`src/rtl/score_collect.sv`:
```
// score_collect: gathers one rate/distortion score per mode for a macroblock
// decision. Beats must arrive in mode order 0..NUM_MODES-1. Out-of-order beats
// are dropped with a one-cycle err_order pulse. The full set is then held
// until the best-mode selector takes it.
module score_collect #(
  parameter int NUM_MODES   = 10,
  parameter int DISTO_SHIFT = 8
) (
  input  logic        clk,
  input  logic        rstn,
  input  logic        abort,
  input  logic        in_valid,
  output logic        in_ready,
  input  logic [3:0]  in_mode,
  input  logic [31:0] in_disto,
  input  logic [31:0] in_rate,
  input  logic [15:0] lambda,
  output logic [63:0] score0,
  output logic [63:0] score1,
  output logic [63:0] score2,
  output logic [63:0] score3,
  output logic [63:0] score4,
  output logic [63:0] score5,
  output logic [63:0] score6,
  output logic [63:0] score7,
  output logic [63:0] score8,
  output logic [63:0] score9,
  output logic        out_valid,
  input  logic        out_ready,
  output logic        err_order
);

  localparam logic [0:0] COLLECT = 1'b0;
  localparam logic [0:0] HOLD    = 1'b1;

  logic [0:0]                  state_q, state_d;
  logic [3:0]                  cnt_q, cnt_d;
  logic [15:0]                 lambda_q, lambda_d;
  logic                        err_order_q, err_order_d;
  logic [NUM_MODES-1:0][63:0]  score_q, score_d;

  logic        accept;
  logic        in_order;
  logic [15:0] lambda_sel;
  logic [47:0] prod;
  logic [63:0] disto_ext;
  logic [63:0] score_new;

  // Held in reset and during abort so the producer never sees a false accept.
  assign in_ready  = (state_q == COLLECT) && !abort && rstn;
  assign accept    = in_valid && in_ready;
  assign in_order  = (in_mode == cnt_q);
  assign out_valid = (state_q == HOLD);
  assign err_order = err_order_q;

  // Score datapath. Mode 0 uses the live lambda because lambda_q is only
  // loaded on that same edge. The sum is exact in 49 bits and zero-extended.
  always_comb begin
    lambda_sel = (cnt_q == 4'd0) ? lambda : lambda_q;
    prod       = {16'b0, in_rate} * {32'b0, lambda_sel};
    disto_ext  = {32'b0, in_disto} << DISTO_SHIFT;
    score_new  = {16'b0, prod} + disto_ext;
  end

  // Collection control. Abort wins over everything. In HOLD, inputs are blocked
  // until the set is taken.
  always_comb begin
    state_d     = state_q;
    cnt_d       = cnt_q;
    lambda_d    = lambda_q;
    score_d     = score_q;
    err_order_d = 1'b0;
    if (abort) begin
      state_d = COLLECT;
      cnt_d   = 4'd0;
    end else if (state_q == HOLD) begin
      if (out_ready) state_d = COLLECT;
    end else if (accept) begin
      if (in_order) begin
        for (int i = 0; i < NUM_MODES; i++)
          if (cnt_q == 4'(i)) score_d[i] = score_new;
        if (cnt_q == 4'd0) lambda_d = lambda;
        if (cnt_q == 4'(NUM_MODES - 1)) begin
          cnt_d   = 4'd0;
          state_d = HOLD;
        end else begin
          cnt_d = cnt_q + 4'd1;
        end
      end else begin
        err_order_d = 1'b1;
      end
    end
  end

  // State registers. Reset clears everything, including scores.
  always_ff @(posedge clk) begin
    if (!rstn) begin
      state_q     <= COLLECT;
      cnt_q       <= 4'd0;
      lambda_q    <= 16'd0;
      err_order_q <= 1'b0;
      score_q     <= '0;
    end else begin
      state_q     <= state_d;
      cnt_q       <= cnt_d;
      lambda_q    <= lambda_d;
      err_order_q <= err_order_d;
      score_q     <= score_d;
    end
  end

  assign score0 = score_q[0];
  assign score1 = score_q[1];
  assign score2 = score_q[2];
  assign score3 = score_q[3];
  assign score4 = score_q[4];
  assign score5 = score_q[5];
  assign score6 = score_q[6];
  assign score7 = score_q[7];
  assign score8 = score_q[8];
  assign score9 = score_q[9];

endmodule
```
`config.mk`:
```
export PLATFORM = sky130hd
export DESIGN_NAME = score_collect
export DESIGN_NICKNAME = d
export VERILOG_FILES = /design/src/rtl/score_collect.sv
export SDC_FILE = /design/constraint.sdc
export NUM_CORES = 2
export LEC_CHECK = 0
export CORE_AREA = 4 4 284 286
export DETAILED_ROUTE_END_ITERATION = 10
export DIE_AREA = 0 0 288 290
export HOLD_SLACK_MARGIN = 0.15
export MAX_ROUTING_LAYER = met4
export PLACE_DENSITY = 0.72
export SYNTH_ARGS = -nofsm -noshare
export SYNTH_HDL_FRONTEND = slang
export SYNTH_SLANG_ARGS = --single-unit
```
`constraint.sdc`:
```
create_clock -name clk -period 8.15 [get_ports clk]
set_input_delay 1.63 -clock clk [delete_from_list [all_inputs] [get_ports clk]]
set_output_delay 1.63 -clock clk [all_outputs]
set_load 0.1 [all_outputs]
```
==> impl_results.html <==
<table>
<tr><th>Metric</th><th>Value</th></tr>
<tr><th colspan="2">Logic synthesis</th></tr>
<tr><td>Post-synthesis sequential area ratio</td><td>0.2752</td></tr>
<tr><td>Share of the synthesized area in the top cell type</td><td>0.2752</td></tr>
<tr><td>Library cell with the largest summed area after synthesis</td><td>dfxtp_1</td></tr>
<tr><td>Post-synth EDFFs</td><td>0</td></tr>
<tr><td>Avg Cell Area, Syn</td><td>8.355 µm²</td></tr>
<tr><td>Count of mapped cells out of synthesis</td><td>4457</td></tr>
<tr><td>Post-synth ARST share</td><td>0</td></tr>
<tr><td>Synth top area cells</td><td>dfxtp_1, fa_1, nand2_1</td></tr>
<tr><td>Flop and latch count out of synthesis</td><td>512</td></tr>
<tr><td>Yosys warnings</td><td>0</td></tr>
<tr><td>Top flip-flop cell by instance count after synthesis</td><td>dfxtp_1</td></tr>
<tr><td>Netlist Area Pre-Place</td><td>37240 µm²</td></tr>
<tr><td>Post-synth cell types</td><td>83</td></tr>
<tr><th colspan="2">Floorplan</th></tr>
<tr><td>Site row count</td><td>103</td></tr>
<tr><td>Die outline area</td><td>83520 µm²</td></tr>
<tr><td>Starting density of the core</td><td>0.4753</td></tr>
<tr><td>Core footprint</td><td>78360 µm²</td></tr>
<tr><td>Height of the chip</td><td>290 µm</td></tr>
<tr><td>Die span in x</td><td>288 µm</td></tr>
<tr><td># IOs</td><td>732</td></tr>
<tr><th colspan="2">Setup path</th></tr>
<tr><td>Endpoint kind of the worst setup timing path</td><td>register</td></tr>
<tr><td>Capture instance of the worst register-to-register path</td><td>score2[44]$_SDFFE_PN0P_</td></tr>
<tr><td>Critical path data arrival time</td><td>8.39 ns</td></tr>
<tr><td>R2r worst-path depth</td><td>25</td></tr>
<tr><td>Category of the critical setup timing path</td><td>input pin to register</td></tr>
<tr><td>Data required time of the critical path</td><td>8.66 ns</td></tr>
<tr><td>Startpoint of the worst-slack reg-to-reg timing path</td><td>cnt_q[2]$_SDFFE_PP0P_</td></tr>
<tr><td>Critical path launch point type</td><td>input pin</td></tr>
<tr><td>Maximum fanout along the worst path</td><td>10</td></tr>
<tr><td>R2R setup slack</td><td>0.64 ns</td></tr>
<tr><th colspan="2">Place</th></tr>
<tr><td>Detailed-placement wirelength estimate</td><td>99.17 mm</td></tr>
<tr><td>RD Place Congestion</td><td>0.9323</td></tr>
<tr><td>Port bufs</td><td>581</td></tr>
<tr><td>Placed Instances</td><td>6114</td></tr>
<tr><th colspan="2">Layout</th></tr>
<tr><td>Most frequent standard cell in the layout excluding fill and tap cells</td><td>nand2_1</td></tr>
<tr><td>Area used by multi-input combinational logic</td><td>23150 µm²</td></tr>
<tr><td>Fraction of layout instances using a drive strength above 1</td><td>0.09661</td></tr>
<tr><td>Most frequent cells in the layout</td><td>nand2_1, clkdlybuf4s50_1, inv_1</td></tr>
<tr><td>Fin nets</td><td>5788</td></tr>
<tr><td>Layout Area Growth over Synthesis</td><td>28.38%</td></tr>
<tr><td>Number of filler instances in the final layout</td><td>6850</td></tr>
<tr><td>Non-filler cells, final</td><td>6215</td></tr>
<tr><td>Area used by sequential logic in the layout</td><td>10250 µm²</td></tr>
<tr><td>Antenna fix cells</td><td>0</td></tr>
<tr><th colspan="2">Job</th></tr>
<tr><td>Number of max-cap violations</td><td>0</td></tr>
<tr><th colspan="2">Global routing</th></tr>
<tr><td>Number of global-route vias before repair</td><td>32.82k</td></tr>
<tr><td>GR Overflow Total</td><td>0</td></tr>
<tr><td>Wire length of the first global-routing pass</td><td>199.0 mm</td></tr>
<tr><td>All-layer global routing usage</td><td>0.3185</td></tr>
<tr><td>Number of antenna violations at the first check in global routing</td><td>2</td></tr>
<tr><td>Pin count of the biggest net entering global routing</td><td>170</td></tr>
<tr><th colspan="2">Clock tree</th></tr>
<tr><td>TritonCTS clock tree</td><td>built</td></tr>
<tr><td>Post_cts resized</td><td>0</td></tr>
<tr><td>Root buffer cell</td><td>clkbuf_16</td></tr>
<tr><td>Number of buffers inserted by hold repair at cts</td><td>0</td></tr>
<tr><td>Clock tree buffer depth</td><td>3</td></tr>
<tr><td>Post-CTS setup-driven buffer insertion count</td><td>0</td></tr>
<tr><td>H-tree levels</td><td>2</td></tr>
<tr><td>CTS clk-pin slew, worst paths</td><td>0.07 ns</td></tr>
<tr><td>Insertion delay of the later-clocked pin in the worst-skew pair</td><td>0.65 ns</td></tr>
<tr><td>TritonCTS Sinks</td><td>512</td></tr>
<tr><td>Clock buffer count from CTS</td><td>54</td></tr>
<tr><th colspan="2">Timing</th></tr>
<tr><td>Setup violations, final</td><td>0</td></tr>
<tr><td>Max-slew headroom at the worst pin</td><td>0.1705</td></tr>
<tr><td>Slew at the pin closest to its max-slew limit</td><td>1.240 ns</td></tr>
<tr><td>Period utilization</td><td>0.9664</td></tr>
<tr><td>Highest clock rate</td><td>127.0 MHz</td></tr>
<tr><td>Min cycle time layout</td><td>7.876 ns</td></tr>
<tr><td>Hold Fails Final Rpt</td><td>0</td></tr>
<tr><td>Max Transition Viols Final</td><td>0</td></tr>
<tr><td>Unrepaired setup endpoints after global routing</td><td>no</td></tr>
<tr><td>Final worst hold slack</td><td>0.4538 ns</td></tr>
<tr><td>Total negative setup slack</td><td>0 ns</td></tr>
<tr><td>Clock tree skew after final layout</td><td>0.04451 ns</td></tr>
<tr><th colspan="2">Drt</th></tr>
<tr><td>Number of routed nets with antenna violations</td><td>0</td></tr>
<tr><td>Via Count</td><td>32.92k</td></tr>
<tr><td>Per-cell via count in the routed design</td><td>5.298</td></tr>
<tr><td>Count of unresolved DRC violations after routing</td><td>0</td></tr>
<tr><td>Detail-routed net length per standard cell</td><td>21.20 µm</td></tr>
<tr><td>First-pass DRT Iterations</td><td>5</td></tr>
<tr><td>Drt total wl</td><td>131.8 mm</td></tr>
<tr><td>Detailed router's first-iteration violation count</td><td>2411</td></tr>
<tr><th colspan="2">Hold path</th></tr>
<tr><td>WHS Path Cells</td><td>2</td></tr>
<tr><td>Endpoint of the worst hold path</td><td>score6[20]$_SDFFE_PN0P_</td></tr>
<tr><td>Min-delay src</td><td>score6[20]$_SDFFE_PN0P_</td></tr>
<tr><td>Min-Delay Path Class</td><td>register to register</td></tr>
<tr><th colspan="2">Run status</th></tr>
<tr><td>Outcome</td><td>finished clean</td></tr>
</table>
-- sequential cells by signal, summed over array words and instances (netlist names), 16 cells and up --
signal and cells:
lambda_q 16, score0 49, score1 49, score2 49, score3 49, score4 49
score5 49, score6 49, score7 49, score8 49, score9 49
-- logic make-up after synthesis --
family / synth area share
AOI/OAI and AO/OA: 0.1042
adders and majority gates: 0.2855
and+or+nand+nor: 0.1947
DFF: 0.2752
xor gates and xnor gates: 0.01025
other: 0.0001007
muxes: 0.009710
buffers and inverters: 0.1204
-- worst max-delay path, cell delays in order --
cell and delay (ns):
clkdlybuf4s50_1 0.50, mux2_2 0.40, buf_4 0.20, nand2_1 0.07
fa_1 0.48, inv_1 0.05, fa_1 0.45, fa_1 0.60
fa_1 0.46, fa_1 0.50, inv_1 0.05, fa_1 0.52
inv_1 0.06, ha_1 0.38, buf_4 0.14, nand2_1 0.04
o21ai_0 0.56, a21oi_2 0.17, nand2_1 0.12, o31ai_1 0.07
a21oi_1 0.58, and4_1 0.32, nor3_1 0.06
-- worst max-delay path by stage --
stage | startpoint | to | depth (start not counted)
after floorplan | lambda[1] | score0[46]$_SDFFE_PN0P_ | 24
after CTS | lambda[6] | score7[44]$_SDFFE_PN0P_ | 24
final | lambda[12] | score2[44]$_SDFFE_PN0P_ | 23
after global routing | lambda[6] | score4[44]$_SDFFE_PN0P_ | 24
after detailed placement | lambda[6] | score7[44]$_SDFFE_PN0P_ | 24
after global placement | lambda[6] | score7[44]$_SDFFE_PN0P_ | 24
-- per-stage QoR --
step / setup WS (ns) / area, µm² / utilization
after floorplan: 0.6213 / 37800 / -
after global placement: -0.1585 / 45840 / 0.5851
after detailed placement: -0.2972 / 45840 / 0.5851
after CTS: 0.3607 / 47810 / 0.6101
after global routing: 0.0009779 / 47810 / 0.6101
final: 0.2738 / 47810 / 0.6101
-- cell usage after synthesis (all sizes together), types with 10 or more instances --
| library cell | instances |
|---|---|
| and2 | 210 |
| nand2b | 17 |
| a21oi | 355 |
| o211a | 10 |
| fa | 451 |
| a221oi | 11 |
| nand2 | 919 |
| dfxtp | 512 |
| mux2i | 14 |
| nor3 | 31 |
| clkbuf | 193 |
| xnor2 | 27 |
| nor4 | 13 |
| buf | 245 |
| a211oi | 37 |
| or4 | 10 |
| nand4 | 32 |
| ha | 128 |
| nand3 | 161 |
| xor2 | 14 |
| inv | 569 |
| nor2 | 182 |
| mux2 | 19 |
| and4 | 11 |
| o21ai | 189 |
-- per-layer routing --
layer  vias up  part of all wire  track usage
met2      1511              0.47       0.5100
met3       366             0.091      0.06850
met1     16074              0.38       0.3862
met4         0             0.055       0.1446
li1      14973                 -            -
met5         -                 0            -
-- area by class of cell --
cell class,count,area share
repair buffers,896,0.1879
flip-flops and latches,512,0.2144
clock inverters,28,0.009239
clock buffers,73,0.03185
inverters,569,0.04483
well taps,1050,0.02748
multi-input cells,3087,0.4843
Power is not shown: default switching activity piles up to over one toggle a cycle in this logic, so the estimate is an artifact.
